--- src/rtl/cpu_checker_pkg.sv ---
// Shared definitions for the streaming trace-line checker.
//
// Holds the FSM state encoding, the ASCII characters the parser keys on,
// the format_type codes reported for a completed line and the bit
// positions of the semantic error flags on error_code.
package cpu_checker_pkg;

  // One state per syntactic field of a trace line, plus the two
  // one-cycle report states.
  typedef enum logic [3:0] {
    S_IDLE  = 4'd0,
    S_TIME  = 4'd1,
    S_PC    = 4'd2,
    S_SP0   = 4'd3,
    S_GRF   = 4'd4,
    S_ADDR  = 4'd5,
    S_LT    = 4'd6,
    S_EQ    = 4'd7,
    S_SPD   = 4'd8,
    S_DATA  = 4'd9,
    S_DONE1 = 4'd10,
    S_DONE2 = 4'd11
  } state_e;

  // Characters that delimit the fields of a line.
  localparam logic [7:0] CH_CARET  = 8'h5E; // '^'
  localparam logic [7:0] CH_AT     = 8'h40; // '@'
  localparam logic [7:0] CH_COLON  = 8'h3A; // ':'
  localparam logic [7:0] CH_DOLLAR = 8'h24; // '$'
  localparam logic [7:0] CH_STAR   = 8'h2A; // '*'
  localparam logic [7:0] CH_LT     = 8'h3C; // '<'
  localparam logic [7:0] CH_EQ     = 8'h3D; // '='
  localparam logic [7:0] CH_HASH   = 8'h23; // '#'
  localparam logic [7:0] CH_SPACE  = 8'h20; // ' '

  // Line type reported on format_type.
  localparam logic [1:0] FMT_NONE = 2'd0;
  localparam logic [1:0] FMT_REG  = 2'd1;
  localparam logic [1:0] FMT_MEM  = 2'd2;

  // Bit positions inside error_code.
  localparam int ERR_TIME_ODD = 0;
  localparam int ERR_PC       = 1;
  localparam int ERR_ADDR     = 2;
  localparam int ERR_GRF      = 3;

  // Width of the shared per-field digit counter; every digit-count
  // parameter must stay below 2**CNT_W.
  localparam int CNT_W = 8;

endpackage

--- src/rtl/cpu_checker_ext_ascii_class.sv ---
// Combinational character classifier.
//
// Ports:
//   char_i     - ASCII character under inspection
//   is_dec_o   - character is '0'..'9'
//   is_hex_o   - character is '0'..'9' or 'a'..'f' (lowercase only)
//   dec_val_o  - decimal value of the digit (0 when not a decimal digit)
//   hex_val_o  - hex value of the digit (0 when not a hex digit)
module ascii_class (
  input  logic [7:0] char_i,
  output logic       is_dec_o,
  output logic       is_hex_o,
  output logic [3:0] dec_val_o,
  output logic [3:0] hex_val_o
);

  logic isLowerHex;

  // The low nibble of '0'..'9' is the digit value; 'a'..'f' have low
  // nibbles 1..6, so adding 9 yields 10..15.
  always_comb begin
    is_dec_o   = (char_i >= 8'h30) && (char_i <= 8'h39);
    isLowerHex = (char_i >= 8'h61) && (char_i <= 8'h66);
    is_hex_o   = is_dec_o || isLowerHex;
    dec_val_o  = 4'd0;
    hex_val_o  = 4'd0;
    if (is_dec_o) begin
      dec_val_o = char_i[3:0];
      hex_val_o = char_i[3:0];
    end else if (isLowerHex) begin
      hex_val_o = char_i[3:0] + 4'd9;
    end
  end

endmodule

--- src/rtl/cpu_checker_ext.sv ---
// Streaming checker for simulator trace lines, one ASCII character per clock.
//
// Recognises register-write lines  ^<time>@<pc>: $<grf> <= <data>#
// and memory-write lines           ^<time>@<pc>: *<addr> <= <data>#
// and raises semantic error flags for the fields of a completed line.
//
// Ports:
//   clk         - clock, rising edge
//   reset       - synchronous, active-low
//   char        - ASCII character, sampled every rising edge
//   format_type - 0 none, 1 register-write line, 2 memory-write line
//                 (one cycle, the cycle after '#' is sampled)
//   error_code  - error flags for the reported line, 0 when format_type==0
module cpu_checker_ext
  import cpu_checker_pkg::*;
#(
  parameter int unsigned  TIME_DIGITS_MAX = 4,
  parameter int unsigned  GRF_DIGITS_MAX  = 4,
  parameter int unsigned  HEX_DIGITS      = 8,
  parameter logic [31:0]  PC_LO           = 32'h0000_3000,
  parameter logic [31:0]  PC_HI           = 32'h0000_4fff,
  parameter logic [31:0]  ADDR_HI         = 32'h0000_2fff,
  parameter int unsigned  GRF_MAX         = 31
) (
  input  logic       clk,
  input  logic       reset,
  input  logic [7:0] char,
  output logic [1:0] format_type,
  output logic [3:0] error_code
);

  // Just wide enough for the largest legal grf value, 10**digits - 1.
  localparam int GRF_W = $clog2(10 ** GRF_DIGITS_MAX);

  localparam logic [CNT_W-1:0] TIME_MAX_C = CNT_W'(TIME_DIGITS_MAX);
  localparam logic [CNT_W-1:0] GRF_MAX_C  = CNT_W'(GRF_DIGITS_MAX);
  localparam logic [CNT_W-1:0] HEX_C      = CNT_W'(HEX_DIGITS);

  state_e             state_q, state_d;
  logic [CNT_W-1:0]   cnt_q, cnt_d;
  logic               timeOdd_q, timeOdd_d;
  logic               isMem_q, isMem_d;
  logic [31:0]        pc_q, pc_d;
  logic [31:0]        addr_q, addr_d;
  logic [GRF_W-1:0]   grf_q, grf_d;

  logic               isDec;
  logic               isHex;
  logic [3:0]         decVal;
  logic [3:0]         hexVal;
  logic               bad;

  ascii_class u_class (
    .char_i    (char),
    .is_dec_o  (isDec),
    .is_hex_o  (isHex),
    .dec_val_o (decVal),
    .hex_val_o (hexVal)
  );

  // State and accumulator registers; reset throws away any partial line.
  always_ff @(posedge clk) begin
    if (!reset) begin
      state_q   <= S_IDLE;
      cnt_q     <= '0;
      timeOdd_q <= 1'b0;
      isMem_q   <= 1'b0;
      pc_q      <= '0;
      addr_q    <= '0;
      grf_q     <= '0;
    end else begin
      state_q   <= state_d;
      cnt_q     <= cnt_d;
      timeOdd_q <= timeOdd_d;
      isMem_q   <= isMem_d;
      pc_q      <= pc_d;
      addr_q    <= addr_d;
      grf_q     <= grf_d;
    end
  end

  // Next-state logic. cnt_q counts digits of the field being parsed and is
  // cleared whenever the parser moves to a new field. Any character that
  // does not fit the current state raises 'bad'; a bad '^' restarts a line
  // with clean accumulators, anything else drops back to IDLE. The IDLE and
  // DONE states treat every character as bad, which gives exactly that.
  always_comb begin
    state_d   = state_q;
    cnt_d     = cnt_q;
    timeOdd_d = timeOdd_q;
    isMem_d   = isMem_q;
    pc_d      = pc_q;
    addr_d    = addr_q;
    grf_d     = grf_q;
    bad       = 1'b0;

    unique case (state_q)
      S_TIME: begin
        if (isDec && (cnt_q < TIME_MAX_C)) begin
          cnt_d     = cnt_q + 1'b1;
          timeOdd_d = decVal[0];
        end else if ((char == CH_AT) && (cnt_q != '0)) begin
          state_d = S_PC;
          cnt_d   = '0;
        end else begin
          bad = 1'b1;
        end
      end

      S_PC: begin
        if (isHex && (cnt_q < HEX_C)) begin
          cnt_d = cnt_q + 1'b1;
          pc_d  = {pc_q[27:0], hexVal};
        end else if ((char == CH_COLON) && (cnt_q == HEX_C)) begin
          state_d = S_SP0;
          cnt_d   = '0;
        end else begin
          bad = 1'b1;
        end
      end

      S_SP0: begin
        if (char == CH_SPACE) begin
          state_d = S_SP0;
        end else if (char == CH_DOLLAR) begin
          state_d = S_GRF;
          isMem_d = 1'b0;
        end else if (char == CH_STAR) begin
          state_d = S_ADDR;
          isMem_d = 1'b1;
        end else begin
          bad = 1'b1;
        end
      end

      // A '<' straight after the digits is the zero-space case of the
      // trailing spaces, so it skips the LT state.
      S_GRF: begin
        if (isDec && (cnt_q < GRF_MAX_C)) begin
          cnt_d = cnt_q + 1'b1;
          grf_d = grf_q * GRF_W'(10) + GRF_W'(decVal);
        end else if ((char == CH_SPACE) && (cnt_q != '0)) begin
          state_d = S_LT;
        end else if ((char == CH_LT) && (cnt_q != '0)) begin
          state_d = S_EQ;
        end else begin
          bad = 1'b1;
        end
      end

      S_ADDR: begin
        if (isHex && (cnt_q < HEX_C)) begin
          cnt_d  = cnt_q + 1'b1;
          addr_d = {addr_q[27:0], hexVal};
        end else if ((char == CH_SPACE) && (cnt_q == HEX_C)) begin
          state_d = S_LT;
        end else if ((char == CH_LT) && (cnt_q == HEX_C)) begin
          state_d = S_EQ;
        end else begin
          bad = 1'b1;
        end
      end

      S_LT: begin
        if (char == CH_SPACE) begin
          state_d = S_LT;
        end else if (char == CH_LT) begin
          state_d = S_EQ;
        end else begin
          bad = 1'b1;
        end
      end

      S_EQ: begin
        if (char == CH_EQ) begin
          state_d = S_SPD;
        end else begin
          bad = 1'b1;
        end
      end

      // The first data digit is consumed here, so DATA starts counting at 1.
      S_SPD: begin
        if (char == CH_SPACE) begin
          state_d = S_SPD;
        end else if (isHex) begin
          state_d = S_DATA;
          cnt_d   = CNT_W'(1);
        end else begin
          bad = 1'b1;
        end
      end

      S_DATA: begin
        if (isHex && (cnt_q < HEX_C)) begin
          cnt_d = cnt_q + 1'b1;
        end else if ((char == CH_HASH) && (cnt_q == HEX_C)) begin
          state_d = isMem_q ? S_DONE2 : S_DONE1;
          cnt_d   = '0;
        end else begin
          bad = 1'b1;
        end
      end

      default: begin
        bad = 1'b1;
      end
    endcase

    if (bad) begin
      state_d   = (char == CH_CARET) ? S_TIME : S_IDLE;
      cnt_d     = '0;
      timeOdd_d = 1'b0;
      isMem_d   = 1'b0;
      pc_d      = '0;
      addr_d    = '0;
      grf_d     = '0;
    end
  end

  // Moore outputs: the report and its flags exist only in the DONE states,
  // where the accumulators still hold the fields of the finished line.
  always_comb begin
    format_type = FMT_NONE;
    error_code  = 4'd0;
    if ((state_q == S_DONE1) || (state_q == S_DONE2)) begin
      format_type              = (state_q == S_DONE1) ? FMT_REG : FMT_MEM;
      error_code[ERR_TIME_ODD] = timeOdd_q;
      error_code[ERR_PC]       = (pc_q[1:0] != 2'b00) || (pc_q < PC_LO) ||
                                 (pc_q > PC_HI);
      if (state_q == S_DONE2) begin
        error_code[ERR_ADDR] = (addr_q[1:0] != 2'b00) || (addr_q > ADDR_HI);
      end else begin
        error_code[ERR_GRF]  = 32'(grf_q) > GRF_MAX;
      end
    end
  end

endmodule

--- config.mk ---
export PLATFORM = sky130hd
export DESIGN_NAME = cpu_checker_ext
export DESIGN_NICKNAME = d
export VERILOG_FILES = /design/src/rtl/cpu_checker_pkg.sv /design/src/rtl/cpu_checker_ext_ascii_class.sv /design/src/rtl/cpu_checker_ext.sv
export SDC_FILE = /design/constraint.sdc
export NUM_CORES = 1
export LEC_CHECK = 0
export ABC_AREA = 1
export CAP_MARGIN = 20
export CORE_ASPECT_RATIO = 1.2
export CORE_MARGIN = 4
export CORE_UTILIZATION = 35
export CTS_BUF_LIST = sky130_fd_sc_hd__clkbuf_2 sky130_fd_sc_hd__clkbuf_4 sky130_fd_sc_hd__clkbuf_8
export CTS_CLUSTER_SIZE = 28
export DETAILED_ROUTE_END_ITERATION = 8
export GPL_TIMING_DRIVEN = 0
export SETUP_SLACK_MARGIN = 0.2
export SYNTH_ARGS = -nofsm -noshare
export SYNTH_HDL_FRONTEND = slang
export SYNTH_SLANG_ARGS = --single-unit
--- constraint.sdc ---
create_clock -name clk -period 2.5 [get_ports clk]
set_clock_uncertainty 0.2 [all_clocks]
set_input_delay 0.25 -clock clk [delete_from_list [all_inputs] [get_ports clk]]
set_output_delay 0.25 -clock clk [all_outputs]
set_load 0.02 [all_outputs]
==> flow_summary.yaml <==
status:
  run_status: "complete, but fails checks"
  violations: "negative setup slack"
setup_path:
  longest_individual_stage_delay_on_the_worst_path_ns: 0.46
  buffer_and_inverter_count_on_the_worst_path: 2
  critPathLaunch: "grf_q[1]$_SDFFE_PP0P_"
  critical_path_arrival_ns: 2.59
  timing_worst_setup_path_type: "reg -> reg"
  worst_path_dominant_cell_family: "simple AND/OR/NAND/NOR gates"
  critical_path.endpoint_type: "flip-flop"
  rr_worst_depth: 15
  path_common_cell: "sky130_fd_sc_hd__nand2_2"
  crit_path_start_kind: "flip-flop"
  worstPathCellList: "ha_4 -> ha_4 -> inv_2 -> fa_2 -> inv_2 -> nand2_2 -> nor2_4 -> nand2_2 -> nor2_2 -> nand2_2 -> nor2_4 -> nand3_2 -> nand2_1 -> nor3b_2 -> nor2_1"
  crit_end: "grf_q[12]$_SDFFE_PP0P_"
  regToRegSetupSlack_ns: -0.02
  path_max_fanout: 3
  timing.critical_path.required_ns: 2.57
  worst_r2r_startpoint: "grf_q[1]$_SDFFE_PP0P_"
  cp_slowest_cell: "sky130_fd_sc_hd__fa_2"
  regToRegEndpoint: "grf_q[12]$_SDFFE_PP0P_"
  cp.depth: 15
sta:
  period_share_pct: 101.0
  fmax_mhz: 396.2
  timing_hold_violations_final: 0
  rsz0062_at_grt: "yes"
  setup_total_negative_slack_ns: -0.04061
  timing.final.ws_setup_ns: -0.02410
  timing.slew.headroom_pct: 70.07
  max_transition_viols_final: 0
  worst-slew-pin-transition_ns: 0.4443
  post-route-min-period_ns: 2.524
  setup_viols_final: 3
min_path:
  timing.hold.worst.class: "in -> reg"
place:
  numPlacedInstances: 1023
  port_buffers: 15
  dpl_cell_area_mm2: 0.005917
  half_perimeter_wire_length_of_the_detailed_placement_result_um: 9496
  routabilityCongestion: 0.8605
logic_synthesis:
  postSynthAreaPerCell_um2: 6.706
  synthFlopType: "sky130_fd_sc_hd__dfxtp_1"
  synth.cell_area_mm2: 0.005391
  synth.yosys.warnings: 0
  top_area_cells_in_the_synthesized_netlist: "sky130_fd_sc_hd__dfxtp_1 34%, sky130_fd_sc_hd__nand2_1 19%, sky130_fd_sc_hd__ha_1 6.7%"
  synth-edff-count: 0
  post_synth_inst_count: 804
  synth_sequential_area_ratio_pct: 34.16
  ys_async_sr_fraction_pct: 0
  synth_top_area_share_pct: 34.16
  synth.cells.most_frequent: "280 x sky130_fd_sc_hd__nand2_1, 92 x sky130_fd_sc_hd__dfxtp_1, 73 x sky130_fd_sc_hd__inv_1, 70 x sky130_fd_sc_hd__nor2_1, 58 x sky130_fd_sc_hd__a21oi_1"
  yosysMostFrequentCell: "sky130_fd_sc_hd__nand2_1"
  synth_top_area_cell: "sky130_fd_sc_hd__dfxtp_1"
  postSynthNetCount: 845
  synth.ff_latch_count: 92
  synth_cell_types: 39
final_layout:
  final_core_util_pct: 42.43
  nFillCells: 1616
  flow.area_growth_from_synthesis_pct: 18.71
  ant_diodes: 0
  post-route-cell-area_mm2: 0.006400
  regArea_mm2: 0.001854
  layout-drive-gt1-share_pct: 21.24
  number_of_non_filler_instances_in_the_completed_layout: 1056
  multiInputGateArea_mm2: 0.003331
  final_net_count: 888
floorplan:
  fp.dieW_um: 121.3
  die-height_um: 144.0
  floorplan.initialDensity_pct: 35.75
  core_area_mm2: 0.01508
  design.die.area_mm2: 0.01746
  placementRows: 49
  ioPinCount: 16
route:
  drc: 0
  drtAntennaViolNets: 0
  wl_per_cell_um: 11.89
  drt-pass1-iter-count: 5
  first_iter_violations: 293
  routed_wl_um: 12560
  viasPerCell: 4.761
  dr_total_vias: 5028
clocking:
  cts_tree: "done"
  cts.sinks: 92
  cts_inserted_buffers: 9
  cts.htree.levels: 3
  cts_max_path_buffers: 2
  holdBufCountCts: 0
  clkLatencyLatePin_ns: 0.36
  clock_tree.root_cell: "sky130_fd_sc_hd__clkbuf_8"
  clk_transition_reported_paths_ns: 0.09
power:
  leakage_nw: 2.521
  finalPower_mw: 2.686
  vdd_ir_drop_max_uv: 272.6
  p_per_area_mw_per_mm2: 419.7
flow_run:
  maxCapViolCount: 0
global_route:
  first_pass_grt_wire_length_um: 21180
  grt_start_max_net_pins: 16
  gr-total-overflow: 0
  number_of_global_route_vias_before_repair: 4580
  global_route.usage.total_pct: 14.83
  initial_antenna_violation_count: 0
[cell type report]
class	instances	area share [%]
clock inverter	5	1.290
clock buffer	11	2.268
timing repair buffer	32	3.930
buffer	23	2.287
inverter	84	5.220
multi-input combinational	605	52.04
tap	204	3.988
sequential	92	28.97
[tightest hold or removal path, cell delays in order]
cell and delay (ns):
sky130_fd_sc_hd__clkbuf_4 0.18, sky130_fd_sc_hd__nand2_1 0.09, sky130_fd_sc_hd__a21oi_1 0.06
[metal layers]
metal	GRT usage, %	vias up	share of wire, %
met3	3.425	13	2.6
met2	23.58	48	45
li1	-	2676	-
met5	0	-	0
met1	19.80	2291	50
met4	5.192	0	2.1
[how the worst min path moves through the flow]
| stage | startpoint | endpoint | slack [ns] | cells past startpoint |
|---|---|---|---|---|
| 6_report | char[0] | grf_q[0]$_SDFFE_PP0P_ | 0.05 | 3 |
| 4_1_cts | char[0] | grf_q[0]$_SDFFE_PP0P_ | 0.19 | 3 |
| 3_3_place_gp | cnt_q[4]$_SDFFE_PP0P_ | cnt_q[4]$_SDFFE_PP0P_ | 0.23 | 2 |
| 5_1_grt | char[0] | grf_q[0]$_SDFFE_PP0P_ | 0.06 | 3 |
| 3_5_place_dp | cnt_q[6]$_SDFFE_PP0P_ | cnt_q[6]$_SDFFE_PP0P_ | 0.23 | 2 |
| 2_1_floorplan | char[0] | grf_q[0]$_SDFFE_PP0P_ | 0.19 | 2 |
[cell usage in the layout, fill, tap and decap left out, types with 3 or more instances in the layout]
cell type / n
sky130_fd_sc_hd__nand2_1: 264
sky130_fd_sc_hd__dfxtp_1: 84
sky130_fd_sc_hd__inv_1: 66
sky130_fd_sc_hd__nor2_1: 58
sky130_fd_sc_hd__a21oi_1: 56
sky130_fd_sc_hd__nand3_1: 44
sky130_fd_sc_hd__a21oi_2: 32
sky130_fd_sc_hd__ha_1: 22
sky130_fd_sc_hd__nand2_2: 20
sky130_fd_sc_hd__buf_4: 18
sky130_fd_sc_hd__o21ai_0: 16
sky130_fd_sc_hd__inv_2: 15
sky130_fd_sc_hd__buf_2: 15
sky130_fd_sc_hd__nand4_1: 14
sky130_fd_sc_hd__nor2_2: 13
sky130_fd_sc_hd__clkbuf_8: 10
sky130_fd_sc_hd__nor2_4: 8
sky130_fd_sc_hd__dfxtp_2: 7
sky130_fd_sc_hd__nor4_1: 6
sky130_fd_sc_hd__o21ai_1: 6
sky130_fd_sc_hd__ha_4: 6
sky130_fd_sc_hd__nor3_1: 5
sky130_fd_sc_hd__dlygate4sd2_1: 5
sky130_fd_sc_hd__nand3_2: 4
sky130_fd_sc_hd__or2_2: 4
sky130_fd_sc_hd__xor2_1: 4
sky130_fd_sc_hd__nand3b_1: 4
sky130_fd_sc_hd__clkbuf_2: 4
sky130_fd_sc_hd__buf_6: 3
sky130_fd_sc_hd__dlymetal6s2s_1: 3
[registers in the layout (all words and copies together), names as in the netlist]
register   flops
addr_q        32
pc_q          32
grf_q         14
cnt_q          8
state_q        4
isMem_q        1
timeOdd_q      1
[where the power goes]
part | internal [mW] | switching (mW) | total [mW] | leakage (nW)
Sequential | 1.46 | 0.0000839 | 1.46 | 0.745
Clock | 0.606 | 0.534 | 1.14 | 0.117
Combinational | 0.0306 | 0.0528 | 0.0834 | 1.66
Total | 2.10 | 0.587 | 2.69 | 2.52
[cells by family after synthesis]
| logic type | synth area share [%] |
|---|---|
| adder cells (fa/ha/maj) | 7.473 |
| AO/OA/AOI/OAI | 13.34 |
| AND/OR/NAND/NOR | 35.72 |
| buffers and inverters | 8.331 |
| XOR/XNOR | 0.9747 |
| flip-flops | 34.16 |
[repair_timing]
| action | 4_1_cts | 5_1_grt |
|---|---|---|
| setup endpoints to repair | 97 | 96 |
| buffers inserted | 12 | 5 |
| pin swaps | 17 | 19 |
| gates resized for setup | 29 | 56 |
[per-stage QoR]
step                setup WS [ns]  hold WS, ns
floorplan                 0.05297       0.1898
finish                   -0.02410      0.04800
detailed placement        -0.9814       0.2281
CTS                       -0.1210       0.1894
global placement          -0.9638       0.2263
global route              -0.1632      0.05727
(Power assumes the default switching activity.)
